### src/rtl/camo_key_loader.sv
// Serial key loader for the locked c432 netlist: receives key+fold checksum LSB first,
// applies the key only after the checksum verifies, and locks out after repeated failures.
module camo_key_loader #(
  parameter int KEY_W    = 12,
  parameter int CHK_W    = 4,
  parameter int MAX_FAIL = 3
) (
  input  logic             clk,
  input  logic             rst,
  input  logic             start,
  input  logic             abort,
  input  logic             bit_in,
  input  logic             bit_valid,
  output logic             bit_ready,
  output logic [KEY_W-1:0] key,
  output logic             key_valid,
  output logic             busy,
  output logic             err,
  output logic [3:0]       fail_cnt,
  output logic             locked_out
);

  localparam int SR_W  = KEY_W + CHK_W;
  localparam int CNT_W = $clog2(SR_W + 1);
  localparam logic [CNT_W-1:0] LAST_BIT_C = CNT_W'(SR_W - 1);
  localparam logic [3:0]       MAX_FAIL_C = 4'(MAX_FAIL);

  typedef enum logic [2:0] {
    ST_IDLE    = 3'd0,
    ST_SHIFT   = 3'd1,
    ST_CHECK   = 3'd2,
    ST_ARMED   = 3'd3,
    ST_LOCKOUT = 3'd4
  } state_t;

  state_t            state_r, state_s;
  logic [SR_W-1:0]   sreg_r;
  logic [CNT_W-1:0]  cnt_r;
  logic [KEY_W-1:0]  key_r;
  logic              key_valid_r;
  logic              err_r;
  logic [3:0]        fail_cnt_r;
  logic              locked_out_r;

  logic [KEY_W-1:0]  rx_key_s;
  logic [CHK_W-1:0]  rx_chk_s;
  logic              pass_s;
  logic [3:0]        fail_inc_s;

  // XOR-fold of the key into CHK_W-bit lanes: chk[i] = ^key[i + j*CHK_W]
  function automatic logic [CHK_W-1:0] fold_chk(input logic [KEY_W-1:0] k);
    logic [CHK_W-1:0] acc;
    acc = '0;
    for (int j = 0; j < KEY_W / CHK_W; j++) begin
      acc = acc ^ k[j*CHK_W +: CHK_W];
    end
    return acc;
  endfunction

  assign rx_key_s   = sreg_r[KEY_W-1:0];
  assign rx_chk_s   = sreg_r[SR_W-1:KEY_W];
  assign pass_s     = (fold_chk(rx_key_s) == rx_chk_s);
  assign fail_inc_s = (fail_cnt_r >= MAX_FAIL_C) ? MAX_FAIL_C : (fail_cnt_r + 4'd1);

  assign bit_ready  = (state_r == ST_SHIFT);
  assign busy       = (state_r == ST_SHIFT) || (state_r == ST_CHECK);
  assign key        = key_r;
  assign key_valid  = key_valid_r;
  assign err        = err_r;
  assign fail_cnt   = fail_cnt_r;
  assign locked_out = locked_out_r;

  // Next-state decode
  always_comb begin
    state_s = state_r;
    case (state_r)
      ST_IDLE: begin
        if (start) state_s = ST_SHIFT;
        else       state_s = ST_IDLE;
      end
      ST_SHIFT: begin
        if (abort)                                state_s = ST_IDLE;
        else if (bit_valid && cnt_r == LAST_BIT_C) state_s = ST_CHECK;
        else                                      state_s = ST_SHIFT;
      end
      ST_CHECK: begin
        if (pass_s)                         state_s = ST_ARMED;
        else if (fail_inc_s == MAX_FAIL_C)  state_s = ST_LOCKOUT;
        else                                state_s = ST_IDLE;
      end
      ST_ARMED: begin
        if (start) state_s = ST_SHIFT;
        else       state_s = ST_ARMED;
      end
      ST_LOCKOUT: state_s = ST_LOCKOUT;
      default:    state_s = ST_IDLE;
    endcase
  end

  // State register
  always_ff @(posedge clk) begin
    if (rst) state_r <= ST_IDLE;
    else     state_r <= state_s;
  end

  // Datapath and registered outputs; the key register only ever loads verified data
  always_ff @(posedge clk) begin
    if (rst) begin
      sreg_r       <= '0;
      cnt_r        <= '0;
      key_r        <= '0;
      key_valid_r  <= 1'b0;
      err_r        <= 1'b0;
      fail_cnt_r   <= 4'd0;
      locked_out_r <= 1'b0;
    end else begin
      err_r <= 1'b0;
      case (state_r)
        ST_IDLE: begin
          sreg_r <= '0;
          cnt_r  <= '0;
        end
        ST_SHIFT: begin
          if (abort) begin
            sreg_r <= '0;
            cnt_r  <= '0;
          end else if (bit_valid) begin
            sreg_r <= {bit_in, sreg_r[SR_W-1:1]};
            cnt_r  <= cnt_r + CNT_W'(1);
          end else begin
            sreg_r <= sreg_r;
          end
        end
        ST_CHECK: begin
          sreg_r <= '0;
          cnt_r  <= '0;
          if (pass_s) begin
            key_r       <= rx_key_s;
            key_valid_r <= 1'b1;
            fail_cnt_r  <= 4'd0;
          end else begin
            key_r        <= '0;
            key_valid_r  <= 1'b0;
            err_r        <= 1'b1;
            fail_cnt_r   <= fail_inc_s;
            locked_out_r <= (fail_inc_s == MAX_FAIL_C);
          end
        end
        ST_ARMED: begin
          // Zeroize on reload so the old key is never visible during a new load
          if (start) begin
            key_r       <= '0;
            key_valid_r <= 1'b0;
          end else begin
            key_r <= key_r;
          end
        end
        ST_LOCKOUT: begin
          sreg_r       <= '0;
          cnt_r        <= '0;
          key_r        <= '0;
          key_valid_r  <= 1'b0;
          locked_out_r <= 1'b1;
        end
        default: begin
          sreg_r      <= '0;
          cnt_r       <= '0;
          key_r       <= '0;
          key_valid_r <= 1'b0;
        end
      endcase
    end
  end

endmodule

### config.mk
export PLATFORM = sky130hd
export DESIGN_NAME = camo_key_loader
export DESIGN_NICKNAME = d
export VERILOG_FILES = /design/src/rtl/camo_key_loader.sv
export SDC_FILE = /design/constraint.sdc
export NUM_CORES = 1
export LEC_CHECK = 0
export ABC_AREA = 1
export CORE_ASPECT_RATIO = 0.75
export CORE_UTILIZATION = 60
export CTS_CLUSTER_SIZE = 25
export DETAILED_ROUTE_END_ITERATION = 7
export DONT_BUFFER_PORTS = 1
export PLACE_DENSITY = 0.76
export SLEW_MARGIN = 30
export SYNTH_ARGS = -nofsm -noshare
export SYNTH_HDL_FRONTEND = slang
export SYNTH_SLANG_ARGS = --single-unit
### constraint.sdc
create_clock -name clk -period 1.54 [get_ports clk]
set_input_delay 0.385 -clock clk [delete_from_list [all_inputs] [get_ports clk]]
set_output_delay 0.385 -clock clk [all_outputs]
set_load 0.05 [all_outputs]
Yosys cells after proc, flatten, opt, wreduce, memory -nomap -nowiden
Cells that the tools add are included.
- add/subtract/negate cells: 2
- order comparisons: 1
- equality and inequality tests: 10
- muxes and demuxes: 24
- bitwise logic cells: 5
- reduce and logical (&&, ||, !) cells: 9
- operators by type and width (cell ; number):
    $pmux 12 s3 ; 1
    $mux 16 ; 2
    $pmux 16 s2 ; 1
    $mux 12 ; 2
    $pmux 3 s5 ; 1
    $mux 5 ; 2
    $pmux 5 s2 ; 1
    $mux 4 ; 2
    $xor 4x4->4 ; 2
    $eq 3x2->1 const B ; 2
    $mux 2 ; 3
    $mux 3 ; 2
    $reduce_and 2->1 ; 3
    $add 5x1->5 const B ; 1
    $eq 5x4->1 const B ; 1
    $mux 1 ; 5
    $add 4x1->4 const B ; 1
    $eq 4x2->1 const B ; 1
    $eq 4x4->1 ; 1
    $ge 4x2->1 const B ; 1
    $ne 2x2->1 const B ; 2
    $reduce_or 2->1 ; 2
    $eq 3x1->1 const B ; 1
    $eq 3x3->1 const B ; 1
    other kinds (8) ; 10
- bits in registers: 43
- logic and storage cells: 59

Depth between registers and ports, before layout
Gate-level depths: netlist of run 1.
- word-level depth: 6
- gate-level depth with buffers: 12
- depth with buffers taken out: 12

Worst setup path after synthesis of run 1
Ideal clock, no wire load.
- kind: reg2reg
- start point: reg state_r[2]
- end point: reg cnt_r[4]
- library setup time: 0.128 ns
- data arrival time: 1.474 ns
- setup slack: -0.062 ns
- stages on the path, launching flop included: 10
- clock period less this slack: 1.602 ns
- cells stage by stage: dfxtp_1 -> nor2_1 -> nand2_1 -> inv_1 -> nand2_1 -> nand2_1 -> inv_1 -> buf_2 -> o21ai_0 -> nor2_1
- longest elaborated chain between the ends: 3
- ends and longest elaborated chain (element ; line ; source):
    from (decl) ; 36 ; state_t state_r, state_s;
    from (signal assigned) ; 103 ; else state_r <= state_s;
    $eq 3x1->1 * ; -- ;
    via bit_ready ; 14 ; output logic bit_ready,
    $ne 3x3->1 (no line) ; -- ;
    $reduce_and 2->1 (no line) ; -- ;
    to (signal assigned) ; 129 ; cnt_r <= cnt_r + CNT_W'(1);
    to (decl) ; 38 ; logic [CNT_W-1:0] cnt_r;
The timed path passes the listed nets; every way through them passes the cells marked *.
A chain may end at the register's enable or synchronous reset.

Worst setup path after layout of run 1
- start point: reg state_r[2]
- end point: out busy
- longest elaborated chain between the ends: 2
- ends and longest elaborated chain (element ; line ; source):
    $eq 3x1->1 or $eq 3x2->1 (tied branches) ; 66 ; assign busy = (state_r == ST_SHIFT) || (state_r == ST_CHECK);
    $logic_or 1x1->1 * ; 66 ;
    to (decl) ; 17 ; output logic busy,
Mark *: on every way between the ends. The rest lies on a longest branch, timed or not.

==> reports/qor.csv, run 1 <==
metric,value,unit
"Period Utilization, post-route",99.0,%
leakage power,0.918,nW
Slew @ Worst Pin,521,ps
pwr dens,849,nW/um^2
status,completed,
Final Critical Period,1520,ps
TritonCTS Buffers,5,
dominant synthesized flop cell,dfxtp_1,
Mapped Cells,258,
Syn Nets,267,
final setup TNS,0,ps
GRT Residual Overflow,0,
site row count,17,
worst setup margin,16.0,ps
first-pass GRT wire length,6.36,mm
Final Max Tran Viols,0,
post-DP HPWL,2.74,mm
DR iter-0 viols,106,
dpl cell area,2030,um^2
Synth area leader,dfxtp_1,
worst-case reg-to-reg path depth,11,
FMAX,656,MHz
nets,285,
RSZ-0062 raised after global routing,true,
largest net degree at the start of global routing,28,
setup slack after placement,41.1,ps
Max-Cap Viols,0,
post-route ant nets,0,
Setup CP Type,reg2out,
final setup violation count,0,
startpoint types,register,
H-tree levels,2,
Switch Pwr,0.429,mW
Sw Share,22.7,%
Ports,27,
Vias,1636,
CTS Root Cell,clkbuf_8,
diode count,0,
Critical Path AT,1140,ps
die area,3390,um^2
Critical Path RT,1150,ps
hold_sp,rst,
GRT Total Usage,25.8,%
drc violations,0,
Hold Path End,key[1],
clock buffer depth,2,
Finished Core Util,74.7,%
Starting Density,63.7,%
Hold Path Depth,1,
clk slew on worst S/H paths,80,ps
final instance area,2220,um^2
drt wl/cell,12.8,um
final wirelength,4.02,mm
Worst-Skew Late Latency,300,ps
average size of a mapped cell,7.35,um^2
Int Power,1.46,mW
CTS tree,built,
Slew HR,65.2,%
HP Class,in2reg,
Reg2Reg Launch Point,state_r[1],
Gate power share,4.8,%
width of the chip,66.9,um
post-synth cell types,28,
Synth area leaders,"dfxtp_1 (45%), nand2_1 (13%), nor2_1 (7.3%)",
CTS Sinks,43,
Synth-to-Final Area Change,17.4,%
Clk network pwr share,36.2,%
Syn. warnings,0,
First-pass DRT Iterations,4,
port bufs,0,
Seq cells post-synth,43,
gpl congestion,0.886,
r2r endpoint,locked_out,
"Hold Vio Cnt, Final",0,
final setup skew,8.93,ps
vias in the first global route,1385,
"Cell Area, Synth",1900,um^2
register area share after synthesis,45.4,%
top-area cell type share of the netlist area,45.4,%
core area,2980,um^2
initial antenna violation count,0,
register share of total power,59.0,%
Vias/cell,5.19,
share of cells above drive strength 1,23.1,%
"FFs w/ async S/R, synth",0,%
CP endpoint kind,output port,
die height,50.7,um
Critical Path Fanout Max,5,
flop-to-flop setup slack,90,ps
Max rail drop VDD,0.485,mV
"EDFF count, synth",0,
-- layer usage --
layer	wire length (um)	vias to the layer above	global-route usage, %
met5	0	-	0
met4	61	0	10.6
met2	1750	36	35.2
met1	2020	734	38.0
li1	-	859	-
met3	194	7	6.59
-- worst max-delay path by stage --
stage               start         to  slack, ps
6_report       state_r[2]       busy         20
5_1_grt        state_r[0]       busy        -30
4_1_cts        state_r[2]  bit_ready        -30
3_5_place_dp   state_r[2]  sreg_r[4]         40
3_3_place_gp   state_r[2]  sreg_r[7]         30
2_1_floorplan  state_r[1]       busy         10
-- kinds of logic after synthesis --
kind of cell             after synthesis  share of synthesized area (%)
AND/OR/NAND/NOR                      123                           26.6
AO/OA/AOI/OAI                         44                           14.1
flip-flops                            43                           45.4
buffers and inverters                 38                           8.71
XOR/XNOR                               7                           3.23
adder cells (fa/ha/maj)                3                           1.98
-- power groups by stage --
stage               clock network [mW]  registers [mW]  logic (mW)
finish                           0.684            1.12      0.0905
global route                     0.738            1.12       0.100
CTS                              0.692            1.12      0.0840
detailed placement                   0            1.15      0.0824
global placement                     0            1.15      0.0818
floorplan                            0            1.15      0.0695
-- worst max-delay path, cell delays in order (launching register included) --
cell and delay [ps]:
dfxtp_4 380, nor3_4 190, inv_2 70, nand2_2 80, buf_12 130
-- cell usage after synthesis (2+ instances only) --
master and instances:
inv_1 27, nor3_1 5, nand2_1 67, buf_2 5, ha_1 3, a22oi_1 4, o21ai_0 5, nand3_1 6
nor2_1 37, nand2_2 3, a211oi_1 12, xor2_1 3, xnor2_1 4, dfxtp_1 43, inv_2 2, a21oi_1 20
-- per-stage QoR --
step | power (mW) | hold WS [ps] | instances
2_1_floorplan | 1.21 | 452 | 258
3_3_place_gp | 1.23 | 451 | 302
3_5_place_dp | 1.23 | 452 | 302
4_1_cts | 1.90 | 136 | 315
5_1_grt | 1.95 | 128 | 315
6_report | 1.89 | 139 | 315
-- sequential cells by signal, summed over array words and instances, names as in the netlist --
signal      count
key_valid       1
key            12
locked_out      1
state_r         3
sreg_r         16
cnt_r           5
err             1
fail_cnt        4
-- layout make-up --
| type | count | area, um^2 |
|---|---|---|
| repair buffers | 20 | 183 |
| multi-input cells | 177 | 910 |
| well taps | 38 | 47.5 |
| inverters | 29 | 115 |
| clock inverters | 1 | 5.00 |
| flip-flops and latches | 43 | 888 |
| clock buffers | 7 | 76.3 |
| fillers | 241 | 753 |
-- placed cells by master (no fill, tap or decap), types with 4 or more instances in the layout --
| master | n |
|---|---|
| inv_2 | 6 |
| nand3_1 | 5 |
| o21ai_0 | 5 |
| dfxtp_2 | 10 |
| a22oi_1 | 4 |
| buf_4 | 17 |
| inv_1 | 21 |
| nand2_1 | 64 |
| a21oi_1 | 19 |
| dfxtp_4 | 4 |
| nor3_1 | 5 |
| dfxtp_1 | 29 |
| a211oi_1 | 12 |
| nand2_2 | 5 |
| xnor2_1 | 4 |
| clkbuf_8 | 5 |
| nor2_1 | 34 |
-- timing repair --
| item | 4_1_cts | 5_1_grt |
|---|---|---|
| pin swaps | 1 | 1 |
| buffers inserted | 5 | 0 |
| setup endpoints to repair | 2 | 32 |
| hold buffers | 0 | 0 |
| resized for setup | 4 | 32 |
No activity file was read; power rests on OpenSTA's default activity.
==> inputs of run 2 (changes only) <==
- CTS_BUF_LIST: default -> sky130_fd_sc_hd__clkbuf_2 sky130_fd_sc_hd__clkbuf_4 sky130_fd_sc_hd__clkbuf_8
- REMOVE_ABC_BUFFERS: default -> 1
==> reports/qor.csv, run 2 (synthesis results as in run 1) <==
metric,value,unit,change
status,completed,,
gpl congestion,0.818,,-7.7%
final non-filler cell total,314,,-0.32%
post-DP HPWL,2.64,mm,-3.4%
DR iter-0 viols,74,,-30%
hold_sp,rst,,
Hold Path End,state_r[1],,
port bufs,0,,unchanged
width of the chip,66.9,um,unchanged
initial antenna violation count,0,,unchanged
post-route ant nets,0,,unchanged
worst setup margin,9.05,ps,-6.94 ps
final wirelength,4.05,mm,+0.82%
"Hold Vio Cnt, Final",0,,unchanged
clk slew on worst S/H paths,80,ps,about the same
Max-Cap Viols,0,,unchanged
CP endpoint kind,output port,,
Setup CP Type,reg2out,,
TritonCTS Buffers,5,,unchanged
final setup violation count,0,,unchanged
GRT Total Usage,26.3,%,+0.47 points
Final Max Tran Viols,0,,unchanged
die area,3390,um^2,unchanged
Vias,1629,,-0.43%
Slew HR,65.3,%,+0.095 points
Synth-to-Final Area Change,17.9,%,
FMAX,653,MHz,-0.45%
Reg2Reg Launch Point,cnt_r[0],,
Final Critical Period,1530,ps,+6.94 ps
nets,284,,-0.35%
setup slack after placement,32.9,ps,-8.20 ps
HP Class,in2reg,,
GRT Residual Overflow,0,,unchanged
flop-to-flop setup slack,70,ps,-20 ps
die height,50.7,um,unchanged
placed insts,302,,unchanged
Critical Path Fanout Max,3,,-2
clock buffer depth,2,,unchanged
RSZ-0062 raised after global routing,true,,
startpoint types,register,,
"commonest cells after routing, fill and taps aside","nand2_1 (64), nor2_1 (33), dfxtp_1 (33)",,
First-pass DRT Iterations,4,,unchanged
H-tree levels,2,,unchanged
Ports,27,,unchanged
"Period Utilization, post-route",99.4,%,+0.45 points
drc violations,0,,unchanged
diode count,0,,unchanged
Critical Path RT,1150,ps,about the same
site row count,17,,unchanged
hold_ws,141,ps,+2.07 ps
drt wl/cell,12.9,um,+1.1%
Max rail drop VDD,0.619,mV,+28%
final setup skew,5.82,ps,-3.11 ps
leakage power,0.923,nW,+0.57%
largest reg by FF count,sreg_r,,
first-pass GRT wire length,6.33,mm,-0.53%
vias in the first global route,1355,,-2.2%
r2r endpoint,state_r[0],,
Vias/cell,5.19,,-0.11%
final instance area,2230,um^2,+0.45%
largest net degree at the start of global routing,28,,unchanged
CTS Sinks,43,,unchanged
share of cells above drive strength 1,22.8,%,-0.28 points
Slew @ Worst Pin,519,ps,-1.42 ps
Starting Density,63.7,%,unchanged
dpl cell area,2020,um^2,-0.25%
CTS tree,built,,
pwr dens,862,nW/um^2,+1.5%
"most common cell after layout, fill and taps aside",nand2_1,,
core area,2980,um^2,unchanged
Critical Path AT,1150,ps,about the same
worst-case reg-to-reg path depth,9,,-2
max FFs per register,16,,unchanged
Worst-Skew Late Latency,300,ps,about the same
CTS Root Cell,clkbuf_8,,
Hold Path Depth,1,,unchanged
## run 2: cell types whose count changed in the layout (fill, tap and decap cells not counted), sizes merged
| cell | delta |
|---|---|
| clkinvlp | -1 |
| inv | +1 |
| buf | -1 |
## run 2: metrics by stage
step,total power [mW],utilization (%),TNS (ps)
detailed placement,1.23,68.0,0
global placement,1.22,68.0,0
global route,2.00,75.0,-207
CTS,1.94,72.1,-14.9
finish,1.93,75.0,0
floorplan,1.20,-,-4730
## run 2: worst max-delay path by stage
stage / from / to / slack (ps)
final: state_r[1] / busy / 9
after CTS: state_r[1] / busy / -10
after floorplan: state_r[2] / cnt_r[3] / -520
after detailed placement: state_r[2] / cnt_r[2] / 30
after global placement: state_r[2] / sreg_r[9] / 80
after global routing: sreg_r[4] / key[6] / -30
## run 2: power by group
group / internal, mW / switching (mW) / leakage, nW / total, mW
clock network: 0.353 / 0.365 / 0.0491 / 0.719
registers: 1.11 / 0.00609 / 0.352 / 1.12
logic: 0.0331 / 0.0576 / 0.521 / 0.0908
total: 1.50 / 0.429 / 0.923 / 1.93
## run 2: cell type report
class                   count  area [um^2]
multi-input cells         177          930
clock inverters             1         5.00
inverters                  29          109
clock buffers               7         83.8
fillers                   239          743
repair buffers             19          179
well taps                  38         47.5
flip-flops and latches     43          881
## run 2: critical path: stages, from the launching register on
cell and delay, ps:
dfxtp_4 360, nor2_2 140, nand2_2 100, nand2_2 110, buf_12 140
## run 2: repair_timing
item | CTS | global route
hold buffers | 0 | 0
pin swaps | 1 | 4
gates cloned | 0 | 0
resized for setup | 8 | 27
endpoints found under the setup margin | 3 | 35
setup buffers | 2 | 2
## run 2: per-layer routing
metal | global-route usage (%) | part of all wire [%] | vias up
met5 | 0 | 0 | -
met4 | 11.7 | 1.1 | 0
met3 | 7.50 | 6.2 | 4
met2 | 35.4 | 42 | 48
met1 | 38.3 | 51 | 722
li1 | - | - | 855
